===== config.mk =====
export PLATFORM = sky130hd
export DESIGN_NAME = adc_sample_averager
export DESIGN_NICKNAME = d
export VERILOG_FILES = /design/src/rtl/adc_sample_averager.sv
export SDC_FILE = /design/constraint.sdc
export NUM_CORES = 1
export LEC_CHECK = 0
export CAP_MARGIN = 30
export CORE_UTILIZATION = 51
export CTS_CLUSTER_SIZE = 28
export DETAILED_ROUTE_END_ITERATION = 12
export PLACE_DENSITY = 0.69
export SKIP_LAST_GASP = 1
export SLEW_MARGIN = 20
export SYNTH_ARGS = -nofsm -noshare
export SYNTH_HDL_FRONTEND = slang
export SYNTH_SLANG_ARGS = --single-unit

===== constraint.sdc =====
create_clock -name clk_clk -period 12.9 [get_ports clk_clk]
set_input_delay 2.58 -clock clk_clk [delete_from_list [all_inputs] [get_ports clk_clk]]
set_output_delay 2.58 -clock clk_clk [all_outputs]
set_load 0.01 [all_outputs]

===== src/rtl/adc_sample_averager.sv =====
// adc_sample_averager: per-channel boxcar averager fed by an ADC response
// stream, with an Avalon-MM register file for control, status and results.
module adc_sample_averager #(
  parameter int NUM_CH   = 8,
  parameter int DATA_W   = 12,
  parameter int LOG2_AVG = 4,
  parameter int ADDR_W   = 10
) (
  input  logic              clk_clk,
  input  logic              reset_reset_n,
  input  logic              s_valid,
  input  logic [4:0]        s_channel,
  input  logic [DATA_W-1:0] s_data,
  input  logic              s_startofpacket,
  input  logic              s_endofpacket,
  input  logic [ADDR_W-1:0] avs_address,
  input  logic              avs_read,
  input  logic              avs_write,
  input  logic [15:0]       avs_writedata,
  input  logic [1:0]        avs_byteenable,
  input  logic              avs_burstcount,
  input  logic              avs_debugaccess,
  output logic [15:0]       avs_readdata,
  output logic              avs_readdatavalid,
  output logic              avs_waitrequest,
  output logic              irq
);

  localparam int CH_W  = (NUM_CH > 1) ? $clog2(NUM_CH) : 1;
  localparam int CNT_W = (LOG2_AVG > 0) ? LOG2_AVG : 1;
  localparam int ACC_W = DATA_W + LOG2_AVG;
  localparam logic [CNT_W-1:0] CNT_LAST = CNT_W'((1 << LOG2_AVG) - 1);

  typedef enum logic [1:0] {
    IDLE  = 2'd0,
    RUN   = 2'd1,
    CLEAR = 2'd2,
    DONE  = 2'd3
  } state_e;

  state_e            state_q, state_d;
  logic [CH_W-1:0]   clrIdx_q, clrIdx_d;
  logic [1:0]        rstSync_q;
  logic              rstN;
  logic              en_q, en_d, cont_q, cont_d, irqEn_q, irqEn_d;
  logic              done_q, done_d, ovr_q, ovr_d, bad_q, bad_d;
  logic              doneEvent;
  logic [NUM_CH-1:0] seen_q, seen_d, seenNext, resultMask;
  logic [ACC_W-1:0]  acc_q [NUM_CH];
  logic [CNT_W-1:0]  cnt_q [NUM_CH];
  logic [DATA_W-1:0] result_q [NUM_CH];
  logic [NUM_CH-1:0] fresh_q;
  logic [15:0]       readdata_q, rdWord;
  logic              readdatavalid_q;

  logic              wrAccept, rdAccept, wrEn, wrCtrl, wrStatus;
  logic              isResAddr, rdResult;
  logic [CH_W-1:0]   rdCh, sampleCh;
  logic              chInRange, sampleAccept, badSample, sampleLast, ovrEvent;
  logic [ACC_W-1:0]  sampleSum;
  logic [DATA_W-1:0] newResult;
  logic              unusedBits;

  assign unusedBits = ^{avs_writedata[15:4], avs_byteenable[1], avs_burstcount,
                        avs_debugaccess, s_startofpacket, s_endofpacket};

  // Reset asserts immediately but is released only on a clock edge.
  always_ff @(posedge clk_clk or negedge reset_reset_n) begin
    if (!reset_reset_n) rstSync_q <= 2'b00;
    else                rstSync_q <= {rstSync_q[0], 1'b1};
  end
  assign rstN = rstSync_q[1];

  assign avs_waitrequest = (state_q == CLEAR);
  assign wrAccept  = avs_write && !avs_waitrequest;
  assign rdAccept  = avs_read && !avs_waitrequest;
  assign wrEn      = wrAccept && avs_byteenable[0];
  assign wrCtrl    = wrEn && (avs_address == '0);
  assign wrStatus  = wrEn && (avs_address == ADDR_W'(1));
  assign isResAddr = (avs_address >= ADDR_W'(2)) && (avs_address < ADDR_W'(NUM_CH + 2));
  assign rdCh      = CH_W'(avs_address - ADDR_W'(2));
  assign rdResult  = rdAccept && !avs_write && isResAddr;

  assign chInRange    = {1'b0, s_channel} < 6'(NUM_CH);
  assign sampleCh     = CH_W'(s_channel);
  assign sampleAccept = (state_q == RUN) && s_valid && chInRange;
  assign badSample    = (state_q == RUN) && s_valid && !chInRange;
  assign sampleLast   = sampleAccept && (cnt_q[sampleCh] == CNT_LAST);
  assign sampleSum    = acc_q[sampleCh] + ACC_W'(s_data);
  assign newResult    = DATA_W'(sampleSum >> LOG2_AVG);
  assign ovrEvent     = sampleLast && fresh_q[sampleCh];
  assign resultMask   = sampleLast ? (NUM_CH'(1) << sampleCh) : '0;
  assign seenNext     = seen_q | resultMask;

  // Next-state logic; a clear request overrides every other transition.
  always_comb begin
    state_d   = state_q;
    clrIdx_d  = clrIdx_q;
    doneEvent = 1'b0;
    unique case (state_q)
      IDLE:  if (wrCtrl && avs_writedata[0]) state_d = RUN;
      RUN: begin
        if (wrCtrl && !avs_writedata[0]) begin
          state_d = IDLE;
        end else if (!cont_q && (&seenNext)) begin
          state_d   = DONE;
          doneEvent = 1'b1;
        end
      end
      DONE:  if (wrCtrl && avs_writedata[0]) state_d = RUN;
      CLEAR: begin
        clrIdx_d = clrIdx_q + CH_W'(1);
        if (clrIdx_q == CH_W'(NUM_CH - 1)) begin
          state_d  = IDLE;
          clrIdx_d = '0;
        end
      end
      default: state_d = IDLE;
    endcase
    if (wrCtrl && avs_writedata[2]) begin
      state_d   = CLEAR;
      clrIdx_d  = '0;
      doneEvent = 1'b0;
    end
  end

  // Control and status register next values; setting beats W1C.
  always_comb begin
    en_d    = en_q;
    cont_d  = cont_q;
    irqEn_d = irqEn_q;
    if (wrCtrl) begin
      en_d    = avs_writedata[0] & ~avs_writedata[2];
      cont_d  = avs_writedata[1];
      irqEn_d = avs_writedata[3];
    end
    if (doneEvent) en_d = 1'b0;
    done_d = (done_q & ~(wrStatus & avs_writedata[1])) | doneEvent;
    ovr_d  = (ovr_q  & ~(wrStatus & avs_writedata[2])) | ovrEvent;
    bad_d  = (bad_q  & ~(wrStatus & avs_writedata[3])) | badSample;
    seen_d = (state_q == RUN) ? seenNext : '0;
  end

  // State, control and status registers.
  always_ff @(posedge clk_clk or negedge rstN) begin
    if (!rstN) begin
      state_q  <= IDLE;
      clrIdx_q <= '0;
      en_q     <= 1'b0;
      cont_q   <= 1'b0;
      irqEn_q  <= 1'b0;
      done_q   <= 1'b0;
      ovr_q    <= 1'b0;
      bad_q    <= 1'b0;
      seen_q   <= '0;
    end else begin
      state_q  <= state_d;
      clrIdx_q <= clrIdx_d;
      en_q     <= en_d;
      cont_q   <= cont_d;
      irqEn_q  <= irqEn_d;
      done_q   <= done_d;
      ovr_q    <= ovr_d;
      bad_q    <= bad_d;
      seen_q   <= seen_d;
    end
  end

  // Per-channel accumulate/publish datapath, wiped one channel per cycle in CLEAR.
  always_ff @(posedge clk_clk or negedge rstN) begin
    if (!rstN) begin
      for (int i = 0; i < NUM_CH; i++) begin
        acc_q[i]    <= '0;
        cnt_q[i]    <= '0;
        result_q[i] <= '0;
      end
      fresh_q <= '0;
    end else if (state_q == CLEAR) begin
      acc_q[clrIdx_q]    <= '0;
      cnt_q[clrIdx_q]    <= '0;
      result_q[clrIdx_q] <= '0;
      fresh_q[clrIdx_q]  <= 1'b0;
    end else begin
      if (rdResult) fresh_q[rdCh] <= 1'b0;
      if (sampleAccept) begin
        if (sampleLast) begin
          result_q[sampleCh] <= newResult;
          fresh_q[sampleCh]  <= 1'b1;
          acc_q[sampleCh]    <= '0;
          cnt_q[sampleCh]    <= '0;
        end else begin
          acc_q[sampleCh] <= sampleSum;
          cnt_q[sampleCh] <= cnt_q[sampleCh] + CNT_W'(1);
        end
      end
    end
  end

  // Register read multiplexer.
  always_comb begin
    rdWord = '0;
    if (avs_address == '0) begin
      rdWord[3:0] = {irqEn_q, 1'b0, cont_q, en_q};
    end else if (avs_address == ADDR_W'(1)) begin
      rdWord[3:0] = {bad_q, ovr_q, done_q, (state_q == RUN) || (state_q == CLEAR)};
    end else if (isResAddr) begin
      rdWord     = 16'(result_q[rdCh]);
      rdWord[15] = fresh_q[rdCh];
    end
  end

  // Fixed one-cycle read pipeline; a read colliding with a write returns zero.
  always_ff @(posedge clk_clk or negedge rstN) begin
    if (!rstN) begin
      readdata_q      <= '0;
      readdatavalid_q <= 1'b0;
    end else begin
      readdatavalid_q <= rdAccept;
      if (rdAccept) readdata_q <= avs_write ? 16'h0000 : rdWord;
    end
  end

  assign avs_readdata      = readdata_q;
  assign avs_readdatavalid = readdatavalid_q;
  assign irq               = irqEn_q & (done_q | ovr_q);

endmodule


# Yosys cells after proc, flatten, opt, wreduce, memory -nomap -nowiden
# Cells that the tools add are included.
# W data, S select, Z words.
[op_classes] add_sub_neg=4 order_cmp=14 n_eq_ne=9 shift=1 n_mux=71 bitwise_logic=35 reduce_logical=38
[op_table] cell="$mux W128" n=3
[op_table] cell="$mux W96" n=3
[op_table] cell="$and A128 B128 Y128" n=2
[op_table] cell="$not A128 Y128" n=2
[op_table] cell="$bwmux W128" n=1
[op_table] cell="$and A96 B96 Y96" n=1
[op_table] cell="$bwmux W96" n=1
[op_table] cell="$demux W16 S3" n=2
[op_table] cell="$mux W16" n=6
[op_table] cell="$mux W32" n=3
[op_table] cell="$not A96 Y96" n=1
[op_table] cell="$demux W12 S3" n=2
[op_table] cell="$mux W12" n=6
[op_table] cell="$and A32 B32 Y32" n=2
[op_table] cell="$not A32 Y32" n=2
[op_table] cell="$mux W8" n=7
[op_table] cell="$bmux W16 S3" n=1
[op_table] cell="$bmux W12 S3" n=1
[op_table] cell="$bwmux W32" n=1
[op_table] cell="$demux W4 S3" n=2
[op_table] cell="$mux W4" n=6
[op_table] cell="$logic_and A1 B1 Y1" n=22
[op_table] cell="$add A16 B12 Y16" n=1
[op_table] cell="$and A8 B8 Y8" n=2
[op_table] cell="other kinds (40)" n=92
[word_totals] reg_bits=302 out_inout_bits=19 word_cells=209

# Depth between registers and ports, before layout
# Gate-level depths: netlist of the first run.
[depth] depth_word=15 depth_mapped=18 ltp_nobuf=12

# Worst setup path after synthesis of the first run
# OpenSTA, ideal clock, no wires.
[synth_path] path_kind="input port to flip-flop" start="input s_channel[0]" end="register acc_q[86] (netlist bit)" t_arrival_ps=6516 slack_ps=6317 cell_stages=18 path_buffers=6 cell_sequence="buf_4 -> buf_6 -> buf_4 -> buf_2 -> buf_2 -> mux4_2 -> mux2_2 -> ha_1 -> inv_1 -> fa_1 -> nor2b_1 -> o21ai_0 -> a21oi_1 -> o211a_1 -> a211oi_1 -> and2_1 -> buf_2 -> a22o_1"
[synth_via] elab_chain_cells=10 word_cells_on_any_way=24 classes_between="add/sub: 1; order compare: 3; eq/ne: 1; mux: 12; bitwise: 3; reduce/logical: 4"
[synth_rtl] element="start: declaration" line_no="12" rtl="input logic [4:0] s_channel,"
[synth_rtl] element="branches (longest 10 deep; another with $add A16 B12 Y16)"
[synth_rtl] element="end signal: indexed assignment" line_no="192" rtl="acc_q[sampleCh] <= sampleSum;"
[synth_rtl] element="end: declaration" line_no="49" rtl="logic [ACC_W-1:0] acc_q [NUM_CH];"
# Several ways; the timed one is not identified. The select of a mux whose other input is x is not followed.
# A chain may end at the register's enable or synchronous reset.

# Final worst setup path of the first run
[layout_path] start="input s_channel[0]" end="register result_q[95] (netlist bit)"
[layout_via] elab_chain_cells=9 word_cells_on_any_way=24 classes_between="add/sub: 1; order compare: 3; eq/ne: 1; mux: 12; bitwise: 1; reduce/logical: 6"
[layout_rtl] element="$not A3 Y4 (implied by the code)" line_no="88, 89, 187"
[layout_rtl] element="$bmux W16 S3 (tied with other cells)" line_no="89" rtl="assign sampleSum = acc_q[sampleCh] + ACC_W'(s_data);"
[layout_rtl] element="$mux W16 (implied by the code) or $logic_and A1 B1 Y1 (tied branches)" line_no="89, 187"
[layout_rtl] element="$mux W16 (implied by the code) or $mux W12 (tied branches)" line_no="89, 187"
[layout_rtl] element="$add A16 B12 Y16 or $demux W12 S3 (tied branches)" line_no="89, 187"
[layout_rtl] element="$bwmux W96" line_no="187" rtl="result_q[sampleCh] <= newResult;"
[layout_rtl] element="$mux W96" line_no="186" rtl="if (sampleLast) begin"
[layout_rtl] element="$mux W96" line_no="185" rtl="if (sampleAccept) begin"
[layout_rtl] element="$mux W96" line_no="178" rtl="end else if (state_q == CLEAR) begin"
[layout_rtl] element="end signal: indexed assignment" line_no="187"
[layout_rtl] element="end: declaration" line_no="51" rtl="logic [DATA_W-1:0] result_q [NUM_CH];"
# Several ways; a longest one is shown, not always the timed one. The select of a mux whose other input is x is not followed.

==> results.sh, run 1 <==
export IMPL_finalWeightedCongestion=0.877
export IMPL_ir_drop_mv=0.111
export IMPL_hold_fix_buffers_at_cts=0
export IMPL_drc=0
export IMPL_final_max_slew_violation_count=0
export IMPL_die_width_um=174
export IMPL_clock_tree_buffer_depth=3
export IMPL_worst_setup_path_start_kind="input pin"
export IMPL_report_final_hold_viol_count=0
export IMPL_layout_worst_path_cycle_share_pct=50.7
export IMPL_io_pins=73
export IMPL_ys_ff_latch=299
export IMPL_via_total_after_detailed_routing=11400
export IMPL_grtUsageTotal_pct=28.5
export IMPL_clock_transition_at_the_registers_of_the_reported_paths_ps=60
export IMPL_antenna_found_initial=0
export IMPL_cts_tree="built"
export IMPL_static_leakage_nw=7.57
export IMPL_htree_num_levels=2
export IMPL_finalWorstPathRequiredPeriod_ps=6540
export IMPL_worstPathArrival_ps=6910
export IMPL_setup_viol=0
export IMPL_grt_start_max_net_pins=188
export IMPL_post_synth_num_cell_types=82
export IMPL_routed_wl_mm=41.8
export IMPL_yosys_warnings=0
export IMPL_finalHoldWorstSlack_ps=266
export IMPL_cts_resized_gates=0
export IMPL_flow_area_growth_from_synthesis_pct=14.0
export IMPL_grt_first_pass_wirelength_mm=66.5
export IMPL_post_cts_setup_buffers=0
export IMPL_cts_root_buffer="sky130_fd_sc_hd__clkbuf_16"
export IMPL_netlist_area_mm2=0.0150
export IMPL_path_max_fanout=36
export IMPL_synthArstFlopShare_pct=100
export IMPL_clock_skew_ps=25.1
export IMPL_route_detailed_vias_per_inst=6.40
export IMPL_drt_pass1_iterations=5
export IMPL_synth_seq_area_share_pct=49.8
export IMPL_initial_cell_density_of_the_core_pct=52.1
export IMPL_route_detailed_wl_per_inst_um=23.5
export IMPL_finalSetupTns_ps=0
export IMPL_rr_worst_depth=11
export IMPL_clock_insertion_delay_worst_skew_ps=530
export IMPL_hpwl_mm=27.2
export IMPL_antenna_diode_count=0
export IMPL_die_height_um=174
export IMPL_dieArea_mm2=0.0302
export IMPL_cts_num_sinks=299
export IMPL_port_buffers=52
export IMPL_rrSetupSlack_ps=8980
export IMPL_number_of_enable_flip_flop_cells_after_synthesis=0
export IMPL_core_region_area_mm2=0.0289
export IMPL_timing_setup_critical_path_class="in -> reg"
export IMPL_grt_setup_unrepaired="no"
export IMPL_fp_row_count=62
export IMPL_drt_first_iter_violations=912
export IMPL_post_synth_cell_area_avg_um2=11.3
export IMPL_cap_viol_max_count=0
export IMPL_layout_drive_gt1_share_pct=15.9
export IMPL_maxClockFrequency_mhz=153
export IMPL_max_slew_worst_pin_slew_ps=950
export IMPL_hold_class="reg -> async"
export IMPL_tritoncts_num_buffers=34
export IMPL_outcome="complete, no violations"
export IMPL_cp_required_ps=13270
export IMPL_layout_filler_cells=2379
export IMPL_grt_overflow_total=0
export IMPL_finish_net_count=1448
export IMPL_netlist_instances=1336
export IMPL_power_per_cell_area_mw_per_mm2=182
export IMPL_slew_headroom_pct=36.7
export IMPL_setup_worst_path_end_class="flip-flop"
export IMPL_detail_route_antenna_nets=0
export IMPL_grt_pass1_vias=11700
export IMPL_synthFlopType="sky130_fd_sc_hd__dfrtp_1"
sequential cells by signal, summed over array words and instances, names as in the netlist, 2 cells and up:
register / cells
result_q: 96
clrIdx_q: 3
rstSync_q: 2
seen_q: 8
state_q: 2
fresh_q: 8
avs_readdata: 13
cnt_q: 32
acc_q: 128
power by group:
group	internal (W)	total, W	switching (W)
registers	0.00107	0.00116	0.0000905
clock network	0.000627	0.00102	0.000389
logic	0.000301	0.000953	0.000652
total	0.00199	0.00313	0.00113
per-layer routing:
metal / part of all wire (%) / track usage (%) / up-vias
met3: 6.1 / 3.99 / 93
met2: 48 / 46.3 / 451
met5: 0 / 0 / -
met1: 43 / 39.1 / 5796
li1: - / - / 5038
met4: 3.2 / 10.9 / 0
path summary, 6_finish.rpt:
check / startpoint / endpoint
max reg2reg: acc_q[50] / result_q[46]
max in group asynchronous: reset_reset_n / rstSync_q[1]
min: rstSync_q[1] / cnt_q[12]
min in group clk_clk: rstSync_q[0] / rstSync_q[1]
min reg2reg: rstSync_q[1] / cnt_q[12]
max: s_channel[0] / result_q[95]
area by class of cell:
cell class | instances | area [µm²] | share of cell area, %
Sequential cell | 299 | 7490 | 43.7
Clock inverter | 14 | 176 | 1.03
Tap cell | 384 | 480 | 2.80
Clock buffer | 46 | 1010 | 5.88
Inverter | 29 | 109 | 0.635
Timing Repair Buffer | 85 | 798 | 4.66
Multi-Input combinational cell | 922 | 7080 | 41.3
critical path, stage by stage:
cell                       delay (ps)
sky130_fd_sc_hd__buf_4            320
sky130_fd_sc_hd__buf_4            590
sky130_fd_sc_hd__mux4_2           590
sky130_fd_sc_hd__mux2_2           290
sky130_fd_sc_hd__ha_1             420
sky130_fd_sc_hd__a211oi_1         110
sky130_fd_sc_hd__nor3b_1          380
sky130_fd_sc_hd__o211ai_1         250
sky130_fd_sc_hd__a311oi_1         550
sky130_fd_sc_hd__xnor2_1          250
sky130_fd_sc_hd__inv_1            370
sky130_fd_sc_hd__o21ai_0          160
cells in the mapped netlist (11+ instances only):
cell type,n,share of area (%)
sky130_fd_sc_hd__nand3_1,13,0.43
sky130_fd_sc_hd__mux4_2,64,9.6
sky130_fd_sc_hd__a22o_1,112,6.5
sky130_fd_sc_hd__o21ai_1,14,0.47
sky130_fd_sc_hd__dfrtp_1,299,50
sky130_fd_sc_hd__buf_2,15,0.50
sky130_fd_sc_hd__nor2_1,59,1.5
sky130_fd_sc_hd__mux2_2,18,1.3
sky130_fd_sc_hd__nor3_1,13,0.43
sky130_fd_sc_hd__a32o_1,14,0.93
sky130_fd_sc_hd__clkbuf_1,51,1.3
sky130_fd_sc_hd__inv_1,29,0.72
sky130_fd_sc_hd__o21a_1,11,0.55
sky130_fd_sc_hd__nand2_1,175,4.4
sky130_fd_sc_hd__o21ai_0,152,5.1
sky130_fd_sc_hd__nor3b_1,29,1.4
sky130_fd_sc_hd__ha_1,22,1.8
sky130_fd_sc_hd__a21oi_1,43,1.4
sky130_fd_sc_hd__mux2i_1,34,2.3
kinds of logic (layout without fill, tap and decap cells):
group,count (synthesis),in the layout,share of synthesized area [%]
muxes,118,118,13.4
adders and majority gates,23,23,1.96
DFF,299,299,49.8
xor gates and xnor gates,14,14,0.816
buffers and inverters,117,174,3.52
AOI/OAI and AO/OA,412,412,18.9
other,2,4,0.0500
and+or+nand+nor,351,351,11.6
placed cells by master (no fill, tap or decap), types with 9 or more instances in the layout:
cell,count
sky130_fd_sc_hd__nor3_1,13
sky130_fd_sc_hd__inv_1,29
sky130_fd_sc_hd__a22o_1,112
sky130_fd_sc_hd__o21a_1,11
sky130_fd_sc_hd__o21ai_1,16
sky130_fd_sc_hd__buf_4,28
sky130_fd_sc_hd__clkbuf_16,35
sky130_fd_sc_hd__mux2i_1,34
sky130_fd_sc_hd__a21oi_1,43
sky130_fd_sc_hd__dfrtp_1,298
sky130_fd_sc_hd__nand2_1,175
sky130_fd_sc_hd__clkbuf_8,9
sky130_fd_sc_hd__ha_1,21
sky130_fd_sc_hd__mux2_2,18
sky130_fd_sc_hd__nor3b_1,29
sky130_fd_sc_hd__clkdlybuf4s50_1,48
sky130_fd_sc_hd__mux4_2,64
sky130_fd_sc_hd__o22ai_1,10
sky130_fd_sc_hd__a32o_1,14
sky130_fd_sc_hd__nor2_1,59
sky130_fd_sc_hd__nand3_1,13
sky130_fd_sc_hd__o21ai_0,147
through the flow:
step | instance area [µm²] | power (W) | worst slack, ps | util, % | cells
after CTS | 17100 | 0.00311 | 6260 | 59.2 | 1775
after global placement | 15900 | 0.00207 | 5730 | 55.0 | 1713
final | 17100 | 0.00313 | 6360 | 59.4 | 1779
after floorplan | 15000 | 0.00176 | 3950 | - | 1338
after detailed placement | 15900 | 0.00210 | 5720 | 55.1 | 1715
after global routing | 17100 | 0.00326 | 6050 | 59.4 | 1779
No activity file was read; power rests on OpenSTA's default activity.
==> inputs of run 2 (changes only) <==
--- a/config.mk
+++ b/config.mk
@@ -9,7 +9,7 @@
 export CORE_UTILIZATION = 51
 export CTS_CLUSTER_SIZE = 28
 export DETAILED_ROUTE_END_ITERATION = 12
-export PLACE_DENSITY = 0.69
+export PLACE_DENSITY = 0.72
 export SKIP_LAST_GASP = 1
 export SLEW_MARGIN = 20
 export SYNTH_ARGS = -nofsm -noshare
==> constraint.sdc (replaced) <==
create_clock -name clk_clk -period 5.4 [get_ports clk_clk]
set_input_delay 1.08 -clock clk_clk [delete_from_list [all_inputs] [get_ports clk_clk]]
set_output_delay 1.08 -clock clk_clk [all_outputs]
set_load 0.01 [all_outputs]
==> run 2 against run 1 <==
Core utilization up 0.13 points; sequential share of layout area down 0.096 points; largest power group unchanged; sequential power up 140%; highest routed layer unchanged; critical path type unchanged; largest cell class unchanged; combinational power up 140%.
==> results.sh, run 2 (synthesis results as in run 1) <==
export IMPL_outcome="complete, no violations"
export IMPL_grt_start_max_net_pins=157
export IMPL_maxClockFrequency_mhz=217
export IMPL_fp_row_count=62
export IMPL_grtUsageTotal_pct=28.1
export IMPL_core_region_area_mm2=0.0289
export IMPL_cts_root_buffer="sky130_fd_sc_hd__clkbuf_16"
export IMPL_cts_num_sinks=299
export IMPL_ir_drop_mv=0.396
export IMPL_final_max_slew_violation_count=0
export IMPL_switching_share_pct=36.3
export IMPL_io_pins=73
export IMPL_max_slew_worst_pin_slew_ps=965
export IMPL_reg_largest_list="acc_q: 128 flops, result_q: 96 flops, cnt_q: 32 flops"
export IMPL_clock_skew_ps=15.7
export IMPL_netSwitchingPower_w=0.00268
export IMPL_layout_worst_path_cycle_share_pct=85.2
export IMPL_worstPathArrival_ps=5050
export IMPL_power_internal_w=0.00471
export IMPL_finalSetupTns_ps=0
export IMPL_die_height_um=174
export IMPL_dieArea_mm2=0.0302
export IMPL_finalWeightedCongestion=0.896
export IMPL_detailedPlace_worstSlack_ps=342
export IMPL_detail_route_antenna_nets=0
export IMPL_finalWorstSetupSlack_ps=800
export IMPL_cpMaxStageDelayCell="sky130_fd_sc_hd__clkdlybuf4s50_1"
export IMPL_path_max_fanout=11
export IMPL_report_final_hold_viol_count=0
export IMPL_route_detailed_wl_per_inst_um=23.3
export IMPL_initial_cell_density_of_the_core_pct=52.1
export IMPL_timing_setup_critical_path_class="in -> reg"
export IMPL_grt_setup_unrepaired="no"
export IMPL_cts_resized_gates=0
export IMPL_cp_required_ps=5850
export IMPL_tritoncts_num_buffers=34
export IMPL_dp_cells=1735
export IMPL_timing_critical_path_cells="clkdlybuf4s50_1 > mux2_2 > ha_1 > inv_1 > fa_1 > nor2b_1 > o21ai_0 > a21oi_1 > o21ai_0 > a211oi_1 > xor2_1 > a32o_1"
export IMPL_htree_num_levels=2
export IMPL_clock_insertion_delay_worst_skew_ps=520
export IMPL_finish_cell_count_without_fillers=1793
export IMPL_setup_worst_path_end_class="flip-flop"
export IMPL_grt_first_pass_wirelength_mm=65.8
export IMPL_die_width_um=174
export IMPL_clock_tree_buffer_depth=3
export IMPL_hold_fix_buffers_at_cts=0
export IMPL_static_leakage_nw=7.61
export IMPL_cts_tree="built"
export IMPL_hold_class="reg -> async"
export IMPL_via_total_after_detailed_routing=11500
export IMPL_port_buffers=52
export IMPL_cap_viol_max_count=0
export IMPL_power_per_cell_area_mw_per_mm2=430
export IMPL_critical_path_top_cell_by_count="sky130_fd_sc_hd__o21ai_0"
export IMPL_route_detailed_vias_per_inst=6.43
export IMPL_regMostFlops="acc_q"
export IMPL_largest_reg_flops=128
export IMPL_drt_pass1_iterations=7
export IMPL_antenna_found_initial=0
export IMPL_post_cts_setup_buffers=0
export IMPL_worst_setup_path_start_kind="input pin"
export IMPL_grt_pass1_vias=11600
export IMPL_setup_viol=0
export IMPL_drt_first_iter_violations=1131
export IMPL_comb_power_share_pct=30.9
export IMPL_mostFrequentLayoutCells="sky130_fd_sc_hd__dfrtp_1 (298), sky130_fd_sc_hd__nand2_1 (175), sky130_fd_sc_hd__o21ai_0 (148)"
export IMPL_antenna_diode_count=0
export IMPL_sequentialPowerShare_pct=37.4
export IMPL_finish_net_count=1464
export IMPL_grt_overflow_total=0
export IMPL_slew_headroom_pct=35.3
export IMPL_flow_area_growth_from_synthesis_pct=14.2
export IMPL_clock_network_fraction_of_total_power_pct=31.7
export IMPL_mostFrequentLayoutCell="sky130_fd_sc_hd__dfrtp_1"
export IMPL_drc=0
export IMPL_hpwl_mm=27.7
export IMPL_routed_wl_mm=41.8
export IMPL_finalWorstPathRequiredPeriod_ps=4600
export IMPL_clock_transition_at_the_registers_of_the_reported_paths_ps=60
export IMPL_slowest_delay_ps=920
export IMPL_layout_drive_gt1_share_pct=16.4
==> run 2: cell count changes in the layout (fill, tap and decap cells not counted), moves of 2 or more <==
cell | previous run | this run
sky130_fd_sc_hd__buf_16 | 2 | 0
sky130_fd_sc_hd__clkbuf_1 | 2 | 4
sky130_fd_sc_hd__buf_2 | 4 | 2
sky130_fd_sc_hd__clkbuf_16 | 35 | 37
sky130_fd_sc_hd__clkbuf_8 | 9 | 7
sky130_fd_sc_hd__buf_4 | 28 | 49
sky130_fd_sc_hd__bufinv_16 | 4 | 2
==> run 2: cell type report <==
class	instances	area, µm²
timing repair buffer	101	888
tap	384	480
multi-input combinational	922	7070
clock inverter	10	106
clock buffer	48	1040
fill	2367	11700
inverter	29	109
sequential	299	7490
==> run 2: per-layer routing <==
layer | vias to the layer above | part of all wire [%] | GRT usage (%)
met5 | - | 0 | 0
met4 | 0 | 2.9 | 9.83
met3 | 86 | 8.5 | 4.21
met2 | 588 | 47 | 45.1
met1 | 5796 | 41 | 39.1
li1 | 5063 | - | -
==> run 2: worst paths after layout <==
check / to / cells after the start / slack [ps] / start
max in group asynchronous: fresh_q[1] / 1 / 3950 / rstSync_q[1]
min reg2reg: acc_q[12] / 0 / 230 / rstSync_q[1]
max reg2reg: result_q[83] / 10 / 1660 / acc_q[66]
min: acc_q[12] / 0 / 230 / rstSync_q[1]
max: acc_q[24] / 12 / 800 / s_channel[2]
min in group clk_clk: rstSync_q[1] / 0 / 350 / rstSync_q[0]
==> run 2: critical path: cells and delay by family <==
| kind | cells | cell delay (ps) |
|---|---|---|
| compound gates | 5 | 1320 |
| buf+inv | 2 | 990 |
| fa+ha+maj | 2 | 620 |
| xor+xnor | 1 | 610 |
| mux | 1 | 280 |
| simple gates | 1 | 130 |
==> run 2: power groups by stage <==
stage | combinational (W) | sequential [W] | clock [W]
3_3_place_gp | 0.00218 | 0.00277 | 0
4_1_cts | 0.00224 | 0.00276 | 0.00237
5_1_grt | 0.00244 | 0.00280 | 0.00246
6_report | 0.00229 | 0.00276 | 0.00234
2_1_floorplan | 0.00144 | 0.00275 | 0
3_5_place_dp | 0.00222 | 0.00279 | 0
==> run 2: stage by stage <==
| stage | power [W] | utilization (%) | hold slack [ps] | cell area, µm² |
|---|---|---|---|---|
| after global placement | 0.00495 | 55.5 | 241 | 16000 |
| after CTS | 0.00737 | 59.5 | 253 | 17200 |
| after global routing | 0.00770 | 59.5 | 267 | 17200 |
| after floorplan | 0.00420 | - | 331 | 15000 |
| final | 0.00739 | 59.5 | 234 | 17200 |
| after detailed placement | 0.00501 | 55.5 | 244 | 16000 |
